$ cat src/rtl/period_meter.sv
// period_meter: measures period and high time of a slow asynchronous square wave in clk cycles
module period_meter #(
    parameter int W       = 26,
    parameter int TIMEOUT = 50_000_000
) (
    input  logic         clk,
    input  logic         rst,
    input  logic         sig_in,
    output logic [W-1:0] period,
    output logic [W-1:0] high_time,
    output logic         valid,
    output logic         timeout
);
    typedef enum logic {IDLE, MEAS} state_t;

    // Compared at 64 bits so a TIMEOUT beyond the counter range can never alias to a match.
    localparam logic [63:0] LAST = 64'(TIMEOUT - 1);

    state_t       state, state_nx;
    logic         s1, s2, s3;
    logic         rise, fall;
    logic         meas_done, meas_fall, expire;
    logic [W-1:0] cnt, hi_cnt, cnt_inc;

    assign rise    = s2 & ~s3;
    assign fall    = ~s2 & s3;
    assign cnt_inc = (&cnt) ? cnt : cnt + W'(1);

    // Two-flop synchronizer plus delay flop; both edges see the same 3-cycle latency.
    always_ff @(posedge clk) begin
        if (rst) {s1, s2, s3} <= 3'b000;
        else     {s1, s2, s3} <= {sig_in, s1, s2};
    end

    // State register.
    always_ff @(posedge clk) begin
        if (rst) state <= IDLE;
        else     state <= state_nx;
    end

    // Next state: first rise arms the measurement, an expired count disarms it.
    always_comb begin
        state_nx = (state == IDLE) ? (rise ? MEAS : IDLE) : (expire ? IDLE : MEAS);
    end

    // Per-state qualifiers; a rise on the expiry cycle suppresses the timeout.
    always_comb begin
        meas_done = (state == MEAS) && rise;
        meas_fall = (state == MEAS) && fall;
        expire    = (state == MEAS) && !rise && (64'(cnt) == LAST);
    end

    // Counters and result registers.
    always_ff @(posedge clk) begin
        if (rst) begin
            cnt       <= '0;
            hi_cnt    <= '0;
            period    <= '0;
            high_time <= '0;
            valid     <= 1'b0;
            timeout   <= 1'b0;
        end else begin
            cnt     <= rise ? '0 : cnt_inc;
            hi_cnt  <= rise ? '0 : (meas_fall ? cnt_inc : hi_cnt);
            valid   <= meas_done;
            timeout <= meas_done ? 1'b0 : (expire ? 1'b1 : timeout);
            if (meas_done) begin
                period    <= cnt_inc;
                high_time <= hi_cnt;
            end
        end
    end
endmodule

$ cat config.mk
export PLATFORM = sky130hd
export DESIGN_NAME = period_meter
export DESIGN_NICKNAME = d
export VERILOG_FILES = /design/src/rtl/period_meter.sv
export SDC_FILE = /design/constraint.sdc
export NUM_CORES = 1
export LEC_CHECK = 0
export ABC_CLOCK_PERIOD_IN_PS = 5320
export BUFFER_PORTS_ARGS = -buffer_cell sky130_fd_sc_hd__buf_2
export CAP_MARGIN = 20
export CELL_PAD_IN_SITES_DETAIL_PLACEMENT = 0
export CELL_PAD_IN_SITES_GLOBAL_PLACEMENT = 1
export CORE_AREA = 2 2 95 97
export CTS_CLUSTER_DIAMETER = 150
export DETAILED_ROUTE_END_ITERATION = 7
export DIE_AREA = 0 0 97 99
export GPL_TIMING_DRIVEN = 0
export PLACE_DENSITY = 0.86
export SYNTH_ARGS = -nofsm -noshare
export SYNTH_HDL_FRONTEND = slang
export SYNTH_SLANG_ARGS = --single-unit
$ cat constraint.sdc
create_clock -name clk -period 5.32 [get_ports clk]
set_input_delay 0 -clock clk [delete_from_list [all_inputs] [get_ports clk]]
set_output_delay 0 -clock clk [all_outputs]
set_load 0.01 [all_outputs]
==> results of run 1 <==
[cell families after synthesis]
| group | share of synthesized area (%) |
|---|---|
| fa+ha+maj | 0.3219 |
| xor+xnor | 4.733 |
| buf+inv | 2.350 |
| mux | 1.191 |
| flops | 56.66 |
| compound gates | 17.06 |
| simple gates | 17.68 |
[cells in the final DEF, fill, tap and decap left out, types with 2 or more instances in the layout]
cell           count
o21ai_0           41
nand4_2            2
nor2b_1            5
clkbuf_8          10
mux2i_1            2
nand2_1           38
and2_1             5
bufinv_16          2
or2_2              4
nand4_4            2
nor3b_1            2
xnor2_1           13
nor4_2             2
nand2b_1           3
nand3_1           11
nor4b_1            2
a22o_1            34
dlygate4sd3_1      3
nand4_1            5
inv_1              4
nor2_1            32
nor3_1             7
buf_2             57
a21oi_1           25
clkbuf_1          18
xor2_1             8
o21ai_1            2
dfxtp_1          110
nor4_1             2
[worst min-delay path, delay by kind of cell]
family	cells	cell delay (ns)
buffers and inverters	2	0.70
AOI/OAI and AO/OA	1	0.05
[power by group through the flow]
stage	registers (mW)	logic [mW]	clock network, mW
6_report	0.832	0.0335	0.560
5_1_grt	0.833	0.0385	0.607
4_1_cts	0.832	0.0340	0.574
3_5_place_dp	0.851	0.0325	0
3_3_place_gp	0.851	0.0319	0
2_1_floorplan	0.849	0.0214	0
[stage by stage]
step	instance area, um^2	util (%)	total power, mW	hold slack, ns
after floorplan	3886	-	0.8709	0.06907
after detailed placement	4302	50.31	0.8833	0.2467
after global placement	4302	50.31	0.8825	0.2091
after CTS	4562	53.35	1.439	0.4164
after global routing	4562	53.35	1.478	0.4436
final	4562	53.35	1.426	0.4298
[per-layer routing]
| metal | GRT usage [%] | share of wire, % | up-vias |
|---|---|---|---|
| met2 | 32.16 | 47 | 74 |
| li1 | - | - | 1515 |
| met5 | 0 | 0 | - |
| met3 | 5.035 | 5.2 | 6 |
| met1 | 25.09 | 46 | 1404 |
| met4 | 4.659 | 1.1 | 0 |
[cell type report]
cell class	instances	area (um^2)	share of cell area [%]
inverters	4	15.01	0.3291
well taps	108	135.1	2.962
clock inverters	6	92.59	2.030
plain buffers	20	76.32	1.673
repair buffers	59	310.3	6.802
flip-flops and latches	110	2202	48.27
clock buffers	10	137.6	3.017
multi-input cells	258	1593	34.91
[worst paths after layout]
check	start	end	cells after the start
min	rst	state	3
max	cnt[0]	period[9]	8
max reg2reg	cnt[0]	period[9]	8
min reg2reg	s1	s2	1
[registers in the layout, summed over array words and instances, names as in the netlist]
signal     cells
timeout        1
hi_cnt        26
high_time     26
s3             1
state          1
s2             1
period        26
cnt           26
s1             1
valid          1
==> results.py, run 1 <==
metrics = {
    "outcome": {
        "status": "finished, final reports clean",
    },
    "global_routing": {
        "first_global_vias": 2922,
        "antenna_found_initial": 0,
        "gr-usage-all-layers_pct": 19.24,
        "grt_max_degree": 19,
        "grt_remaining_overflow": 0,
        "grt_pass1_wl_mm": 14.84,
    },
    "timing": {
        "skew_ns": 0.008143,
        "fmax_mhz": 460.4,
        "slew_headroom_pct": 55.28,
        "tns_ns": 0,
        "finalSetupViolCount": 0,
        "hold_viol": 0,
        "grt_setup_unrepaired": "false",
        "slew_violations": 0,
        "setup_slack_ns": 3.148,
        "tightest_slew_ns": 0.6709,
        "layout_min_cycle_time_ns": 2.172,
        "finalCritPeriodShare_pct": 40.83,
    },
    "floorplanning": {
        "initial_core_util_pct": 45.45,
        "core.rowCount": 34,
        "fp.dieH_um": 99,
        "die_area_um2": 9603,
        "die_w_um": 97,
        "coreArea_um2": 8551,
        "ioPinCount": 57,
    },
    "worst_setup_path": {
        "startpoint_type": "register",
        "worstPathArrival_ns": 2.41,
        "crit_type": "register to register",
        "r2r_slack_ns": 3.15,
        "crit_chain": "ha_1 > nand3_1 > nor3_4 > and2_1 > buf_2 > nor3b_1 > xnor2_1 > o21ai_0",
        "cpPeakStageDelay_ns": 0.45,
        "path_buf_inv": 1,
        "worst_ep_required_time_ns": 5.56,
        "cp_max_fo": 6,
        "cp_top_family": "simple AND/OR/NAND/NOR gates",
        "cp-end-kind": "register",
        "critPathSlowestCell": "dfxtp_1",
    },
    "power_and_ir_drop": {
        "cellInternalPower_mw": 1.119,
        "p_leak_nw": 1.866,
        "p_per_area_nw_per_um2": 312.5,
        "p_sw_share_pct": 21.49,
        "p_clk_share_pct": 39.3,
        "ir_worst_vdd_v": 0.0002596,
        "power_frac_comb_pct": 2.4,
        "netSwitchingPower_mw": 0.3064,
        "p_seq_share_pct": 58.3,
    },
    "clock_network": {
        "cts-buffers-inserted": 9,
        "cts-root-buf": "clkbuf_8",
        "path_clk_slew_ns": 0.10,
        "clock_latency_ns": 0.36,
        "hold_buffers": 3,
        "cts.path.max_buffers": 2,
        "cts.htree.levels": 3,
        "clock-sinks": 110,
        "cts_setup_buffers": 0,
        "cts_tree": "done",
        "ctsResizeCount": 0,
    },
    "synth": {
        "synth.net_count": 396,
        "yosysTopAreaCellShare_pct": 56.66,
        "ys_ff_latch": 110,
        "synth_edf_count": 0,
        "synthTopCellsByArea": "dfxtp_1 (57%), a22o_1 (7.7%), o21ai_0 (5.3%)",
        "synth_common_cells": "dfxtp_1 (110), o21ai_0 (41), nand2_1 (38)",
        "synth_cells": 392,
        "synth_cell_type_count": 38,
        "synthArstFlopShare_pct": 0,
        "synth-seq-area-share_pct": 56.66,
        "synth.avg_cell_area_um2": 9.914,
        "ys_dominant_reg_cell": "dfxtp_1",
        "yosys_warnings": 0,
        "mappedNetlistArea_um2": 3886,
        "yosys.area.top_type": "dfxtp_1",
        "yosysMostFrequentCell": "dfxtp_1",
    },
    "worst_hold_path": {
        "hp-class": "primary input to register",
    },
    "drt": {
        "drt-initial-drc-count": 111,
        "routed_wl_mm": 8.853,
        "dr.pass1.iters": 4,
        "drc": 0,
        "routed-via-count": 2999,
        "ant_nets": 0,
        "vias_per_cell": 5.216,
        "routedWlPerCell_um": 15.40,
    },
    "placed_design": {
        "dp.cells": 556,
        "dp_hpwl_mm": 6.617,
        "gp_congestion": 0.8877,
        "dp_slack_ns": 3.145,
        "portBuffers": 56,
    },
    "final_layout": {
        "final_cells": 575,
        "n_fill_cell": 797,
        "nets": 466,
        "num_antenna_cells": 0,
        "area_growth_pct": 17.39,
        "drive_gt1_share_pct": 19.06,
    },
    "job": {
        "cap_viol_max_count": 0,
    },
}
No activity file was read; power rests on OpenSTA's default activity.
==> run 2: changes to the inputs <==
Settings changed: ABC_AREA set to 1, ABC_CLOCK_PERIOD_IN_PS 5320 to 1800, CORE_AREA 2 2 95 97 to 2 2 114 116, DIE_AREA 0 0 97 99 to 0 0 116 118, PLACE_DENSITY 0.86 to 0.78.
Clock period 5.32 ns to 1.8 ns, I/O delays scaled along.
==> run 2 against run 1 <==
Against the previous run:
- synthesized cell count up 58%
- clock skew is 0.0037 ns higher
- non-clock buffer count is 10 higher
- global-route usage fell by 1.8 points
- critical endpoint is now period[11]
- routed wire length rose by 33%
- sequential share of layout area decreased by 8.0 points
- highest routed layer unchanged
- largest power group unchanged
- final area increased by 20%
- sequential power rose to 3.0 times the previous value
==> results.py, run 2 <==
metrics = {
    "floorplanning": {
        "core.rowCount": 41,
        "fp.dieH_um": 118,
        "coreArea_um2": 12410,
        "initial_core_util_pct": 36.33,
        "die_w_um": 116,
        "die_area_um2": 13690,
        "ioPinCount": 57,
    },
    "final_layout": {
        "most-common-layout-cells": "nand2_1 (189), dfxtp_1 (107), inv_1 (93)",
        "n_fill_cell": 1349,
        "seq_area_um2": 2206,
        "utilization_pct": 44.16,
        "layout_commonest_cell": "nand2_1",
        "drive_gt1_share_pct": 18.00,
        "area_growth_pct": 21.55,
        "multiInputGateArea_um2": 1861,
        "num_antenna_cells": 0,
        "nets": 699,
    },
    "worst_setup_path": {
        "worst_ep_required_time_ns": 2.11,
        "cp-end-kind": "register",
        "crit_type": "register to register",
        "cpPeakStageDelay_ns": 0.36,
        "crit_chain": "ha_1 > buf_6 > nand3_4 > inv_4 > nand2_4 > nor2_4 > nand2_4 > clkbuf_16 > nand3_1 > nand2_1 > nand2_1",
        "cp_max_fo": 5,
        "startpoint_type": "register",
        "worstPathArrival_ns": 2.00,
        "critPathSlowestCell": "dfxtp_2",
        "r2r_slack_ns": 0.11,
    },
    "placed_design": {
        "portBuffers": 56,
        "gp_congestion": 0.8316,
        "dp_hpwl_mm": 8.718,
    },
    "synth": {
        "synth_common_cells": "nand2_1 (189), dfxtp_1 (110), inv_1 (93)",
        "synthAdderAreaFrac_pct": 0.2774,
        "mappedNetlistArea_um2": 4511,
        "synth-simple-area-share_pct": 28.13,
        "synth_cells": 618,
        "synthTopCellsByArea": "dfxtp_1 (49%), nand2_1 (16%), inv_1 (7.7%)",
        "synth_top_family_by_area": "simple AND/OR/NAND/NOR gates",
        "synthXorXnorAreaFrac_pct": 1.359,
        "synth_cell_type_count": 26,
        "synthMuxAreaShare_pct": 0,
        "synthArstFlopShare_pct": 0,
        "yosys.area.top_type": "dfxtp_1",
        "synth-seq-area-share_pct": 48.82,
        "yosysTopAreaCellShare_pct": 48.82,
        "ys_ff_latch": 110,
        "yosys_warnings": 0,
        "synth.avg_cell_area_um2": 7.299,
        "synth_edf_count": 0,
        "synth_compound_area_share_pct": 10.68,
        "ys_dominant_reg_cell": "dfxtp_1",
        "yosysMostFrequentCell": "nand2_1",
        "synth.net_count": 622,
    },
    "drt": {
        "routedWlPerCell_um": 13.47,
        "routed_wl_mm": 11.74,
        "routed-via-count": 3981,
        "vias_per_cell": 4.565,
        "drc": 0,
        "dr.pass1.iters": 4,
        "drt-initial-drc-count": 205,
        "ant_nets": 0,
    },
    "timing": {
        "slew_violations": 0,
        "fmax_mhz": 591.4,
        "slew_headroom_pct": 64.64,
        "grt_setup_unrepaired": "false",
        "layout_min_cycle_time_ns": 1.691,
        "hold_viol": 0,
        "finalCritPeriodShare_pct": 93.94,
        "tightest_slew_ns": 0.5305,
        "skew_ns": 0.01186,
        "finalSetupViolCount": 0,
    },
    "clock_network": {
        "path_clk_slew_ns": 0.08,
        "cts_tree": "done",
        "cts.path.max_buffers": 2,
        "clock_latency_ns": 0.37,
        "cts-buffers-inserted": 9,
        "clock-sinks": 110,
        "cts-root-buf": "clkbuf_16",
        "cts.htree.levels": 3,
    },
    "power_and_ir_drop": {
        "cellInternalPower_mw": 3.612,
        "ir_worst_vdd_v": 0.0004029,
        "p_clk_share_pct": 44.5,
        "power_frac_comb_pct": 2.7,
        "netSwitchingPower_mw": 1.040,
        "p_leak_nw": 2.643,
        "total_power_mw": 4.651,
        "p_seq_share_pct": 52.8,
        "p_sw_share_pct": 22.35,
        "p_per_area_nw_per_um2": 848.4,
    },
    "global_routing": {
        "gr-usage-all-layers_pct": 17.48,
        "grt_max_degree": 19,
        "antenna_found_initial": 0,
        "first_global_vias": 3656,
        "grt_pass1_wl_mm": 18.38,
        "grt_remaining_overflow": 0,
    },
    "worst_hold_path": {
        "hp-class": "register to register",
    },
    "outcome": {
        "status": "finished, final reports clean",
    },
    "job": {
        "cap_viol_max_count": 0,
    },
}
==> run 2: changes by cell type after synthesis, sizes merged, moves of 6 or more <==
cell and change:
buf +9, a22o -26, a21oi +7, xnor2 -9, nand3 +22, nand2 +154, inv +92, nor3 -6
nor2 +17, nand4 +6
==> run 2: worst max-delay path: cells and delay by family, from the launching register on <==
kind	cells	cell delay, ns
adders and majority gates	1	0.17
buffers and inverters	3	0.38
and+or+nand+nor	7	0.73
DFF	1	0.36
==> run 2: cell families (layout without fill, tap and decap cells) <==
family,Yosys count,in the layout
buffers and inverters,120,201
adders and majority gates,1,1
xor gates and xnor gates,7,7
DFF,110,110
AOI/OAI and AO/OA,89,89
and+or+nand+nor,291,292
==> run 2: timing repair <==
item / 4_1_cts / 5_1_grt
gates cloned: 0 / 2
setup buffers: 2 / 3
hold endpoints to repair: 4 / 0
setup endpoints to repair: 64 / 94
resized for setup: 3 / 28
hold buffers: 3 / 0
pin swaps: 0 / 1
==> run 2: power groups by stage <==
stage | logic, mW | registers (mW) | clock network (mW)
final | 0.126 | 2.46 | 2.07
after global routing | 0.140 | 2.46 | 2.20
after CTS | 0.121 | 2.46 | 2.12
after detailed placement | 0.115 | 2.51 | 0
after global placement | 0.113 | 2.51 | 0
after floorplan | 0.0740 | 2.51 | 0
==> run 2: final cells by class <==
type                            count  share of cell area [%]
Sequential cell                   110                   40.23
Clock inverter                      6                   1.255
Tap cell                          172                   3.925
Inverter                           96                   6.618
Buffer                             24                   2.647
Clock buffer                       10                   4.359
Multi-Input combinational cell    389                   33.93
Timing Repair Buffer               65                   7.029
==> run 2: path summary, 6_finish.rpt <==
check                           cells after the start          to    from
worst max-delay path                               11  period[11]  cnt[0]
worst min-delay path                                2          s2      s1
worst max register to register                     11  period[11]  cnt[0]
worst min register to register                      2          s2      s1
==> run 2: layer usage <==
layer / part of all wire (%) / vias up / global-route usage, %
li1: - / 2084 / -
met1: 48 / 1820 / 23.23
met2: 47 / 62 / 28.00
met3: 3.8 / 15 / 3.656
met4: 1.4 / 0 / 6.027
met5: 0 / - / 0
==> run 2: metrics by stage <==
| step | area, um^2 | setup WS (ns) | hold slack, ns | TNS (ns) | instances |
|---|---|---|---|---|---|
| 3_3_place_gp | 5006 | -0.09521 | 0.2066 | -1.617 | 846 |
| 4_1_cts | 5376 | 0.02263 | 0.4076 | 0 | 867 |
| 3_5_place_dp | 5006 | -0.1482 | 0.2303 | -2.661 | 846 |
| 5_1_grt | 5483 | 0.01457 | 0.4234 | 0 | 872 |
| 2_1_floorplan | 4511 | 0.2852 | 0.06907 | 0 | 618 |
| 6_report | 5483 | 0.1090 | 0.4116 | 0 | 872 |
==> run 3: changes to the inputs <==
Settings changed: CELL_PAD_IN_SITES_DETAIL_PLACEMENT 0 to 1, CELL_PAD_IN_SITES_GLOBAL_PLACEMENT 1 to 2, CORE_AREA 2 2 114 116 to 2 2 128 130, DIE_AREA 0 0 116 118 to 0 0 130 132, REMOVE_ABC_BUFFERS set to 1.
==> run 3 against run 2 <==
Against the previous run:
- critical path depth is 1 higher
- final cell count increased by 3.1%
- flip-flop and latch count did not move
- clock skew decreased by 0.0039 ns
- utilization decreased by 8.8 points
- global-route usage down 2.5 points
- die area is 25% higher
- setup slack barely moved
- sequential power about the same
- final area is 1.3% higher
==> results.py, run 3 (synthesis results as in run 2) <==
metrics = {
    "floorplanning": {
        "core.rowCount": 46,
        "die_w_um": 130,
        "die_area_um2": 17160,
        "coreArea_um2": 15710,
        "initial_core_util_pct": 28.71,
        "fp.dieH_um": 132,
        "ioPinCount": 57,
    },
    "outcome": {
        "status": "finished, final reports clean",
    },
    "worst_hold_path": {
        "hp-class": "register to register",
        "min_from": "s1",
    },
    "timing": {
        "layout_min_cycle_time_ns": 1.691,
        "slew_violations": 0,
        "skew_ns": 0.007975,
        "slew_headroom_pct": 67.60,
        "hold_slack_ns": 0.4069,
        "tightest_slew_ns": 0.4860,
        "setup_slack_ns": 0.1090,
        "fmax_mhz": 591.4,
        "hold_viol": 0,
        "finalSetupViolCount": 0,
        "finalCritPeriodShare_pct": 93.95,
    },
    "final_layout": {
        "most-common-layout-cells": "nand2_1 (187), dfxtp_1 (106), inv_1 (91)",
        "nets": 682,
        "final_cell_area_um2": 5552,
        "area_growth_pct": 23.08,
        "drive_gt1_share_pct": 18.16,
        "num_antenna_cells": 0,
        "utilization_pct": 35.33,
        "layout_commonest_cell": "nand2_1",
    },
    "worst_setup_path": {
        "crit_start": "cnt[1]",
        "startpoint_type": "register",
        "worst_ep_required_time_ns": 2.06,
        "cp_max_fo": 5,
        "cp-end-kind": "register",
        "crit_type": "register to register",
        "worstPathArrival_ns": 1.95,
        "r2r_start": "cnt[1]",
    },
    "clock_network": {
        "cts-root-buf": "clkbuf_16",
        "clock-sinks": 110,
        "cts.htree.levels": 3,
        "cts.path.max_buffers": 2,
        "cts_tree": "done",
        "path_clk_slew_ns": 0.07,
        "cts-buffers-inserted": 9,
        "clock_latency_ns": 0.36,
    },
    "drt": {
        "highest_layer": "met4",
        "drc": 0,
        "dr.pass1.iters": 4,
        "drt-initial-drc-count": 134,
        "wl_met3_um": 310,
        "dr_wl_met2_mm": 5.954,
        "met1_length_mm": 6.279,
        "routed-via-count": 3945,
        "routed_wl_mm": 12.76,
        "ant_nets": 0,
        "vias_per_cell": 4.388,
        "routedWlPerCell_um": 14.20,
    },
    "placed_design": {
        "portBuffers": 56,
        "postPlaceCellArea_um2": 4942,
        "dp_slack_ns": -0.8492,
        "gp_congestion": 0.8426,
        "dp_hpwl_mm": 7.885,
    },
    "job": {
        "cap_viol_max_count": 0,
    },
    "power_and_ir_drop": {
        "total_power_mw": 4.778,
        "p_leak_nw": 2.571,
        "p_per_area_nw_per_um2": 860.7,
        "ir_worst_vdd_v": 0.0004483,
    },
    "global_routing": {
        "first_global_vias": 3961,
        "antenna_found_initial": 0,
        "grt_remaining_overflow": 0,
        "grt_pass1_wl_mm": 20.22,
        "gr-usage-all-layers_pct": 15.02,
        "grt_max_degree": 53,
    },
}
run 3: cell count changes in the layout (fill, tap and decap cells not counted), sizes merged:
cell	before	now
clkinvlp	0	4
inv	98	94
clkbuf	26	11
bufinv	1	3
nand2	193	195
clkinv	3	1
buf	70	66
run 3: area by class of cell:
| type | instances | area, um^2 |
|---|---|---|
| Clock buffer | 11 | 242.7 |
| Clock inverter | 5 | 81.33 |
| Fill cell | 1939 | 10160 |
| Inverter | 96 | 386.6 |
| Multi-Input combinational cell | 391 | 1946 |
| Sequential cell | 110 | 2207 |
| Tap cell | 216 | 270.3 |
| Timing Repair Buffer | 69 | 410.4 |
| Timing Repair inverter | 1 | 7.507 |
run 3: path summary, 6_finish.rpt:
kind / endpoint / slack (ns) / depth (start not counted)
worst max-delay path: hi_cnt[24] / 0.11 / 12
worst min-delay path: s2 / 0.41 / 2
worst max register to register: hi_cnt[24] / 0.11 / 12
worst min register to register: s2 / 0.41 / 2
run 3: per-stage QoR:
stage / instances / TNS (ns)
6_report: 899 / 0
5_1_grt: 899 / -0.02534
4_1_cts: 895 / 0
3_5_place_dp: 866 / -50.91
3_3_place_gp: 866 / -53.59
2_1_floorplan: 594 / -0.4022
run 3: metal layers:
layer | GRT usage, % | vias up
met5 | 0 | -
met4 | 5.974 | 0
met3 | 2.638 | 15
met2 | 24.17 | 47
met1 | 19.86 | 1833
li1 | - | 2050
run 3: timing repair:
action,4_1_cts,5_1_grt
gates resized for setup,16,18
pin swaps,1,4
hold endpoints to repair,4,0
hold buffers,3,0
setup endpoints to repair,83,95
gates cloned,3,1
setup buffers,7,3
run 3: worst max-delay path, stage by stage, from the launching register on:
cell,delay (ns)
dfxtp_2,0.38
ha_4,0.15
nand3_2,0.13
inv_4,0.12
nand2_4,0.07
nor2_4,0.11
buf_12,0.15
buf_4,0.12
nand4_1,0.10
nand2_2,0.11
nand2_1,0.05
nand2_1,0.06
inv_1,0.04
run 3: where the power goes:
part           internal, mW  switching, mW  total [mW]
registers              2.45         0.0121        2.46
clock network          1.26          0.937        2.20
logic                0.0355         0.0859       0.121
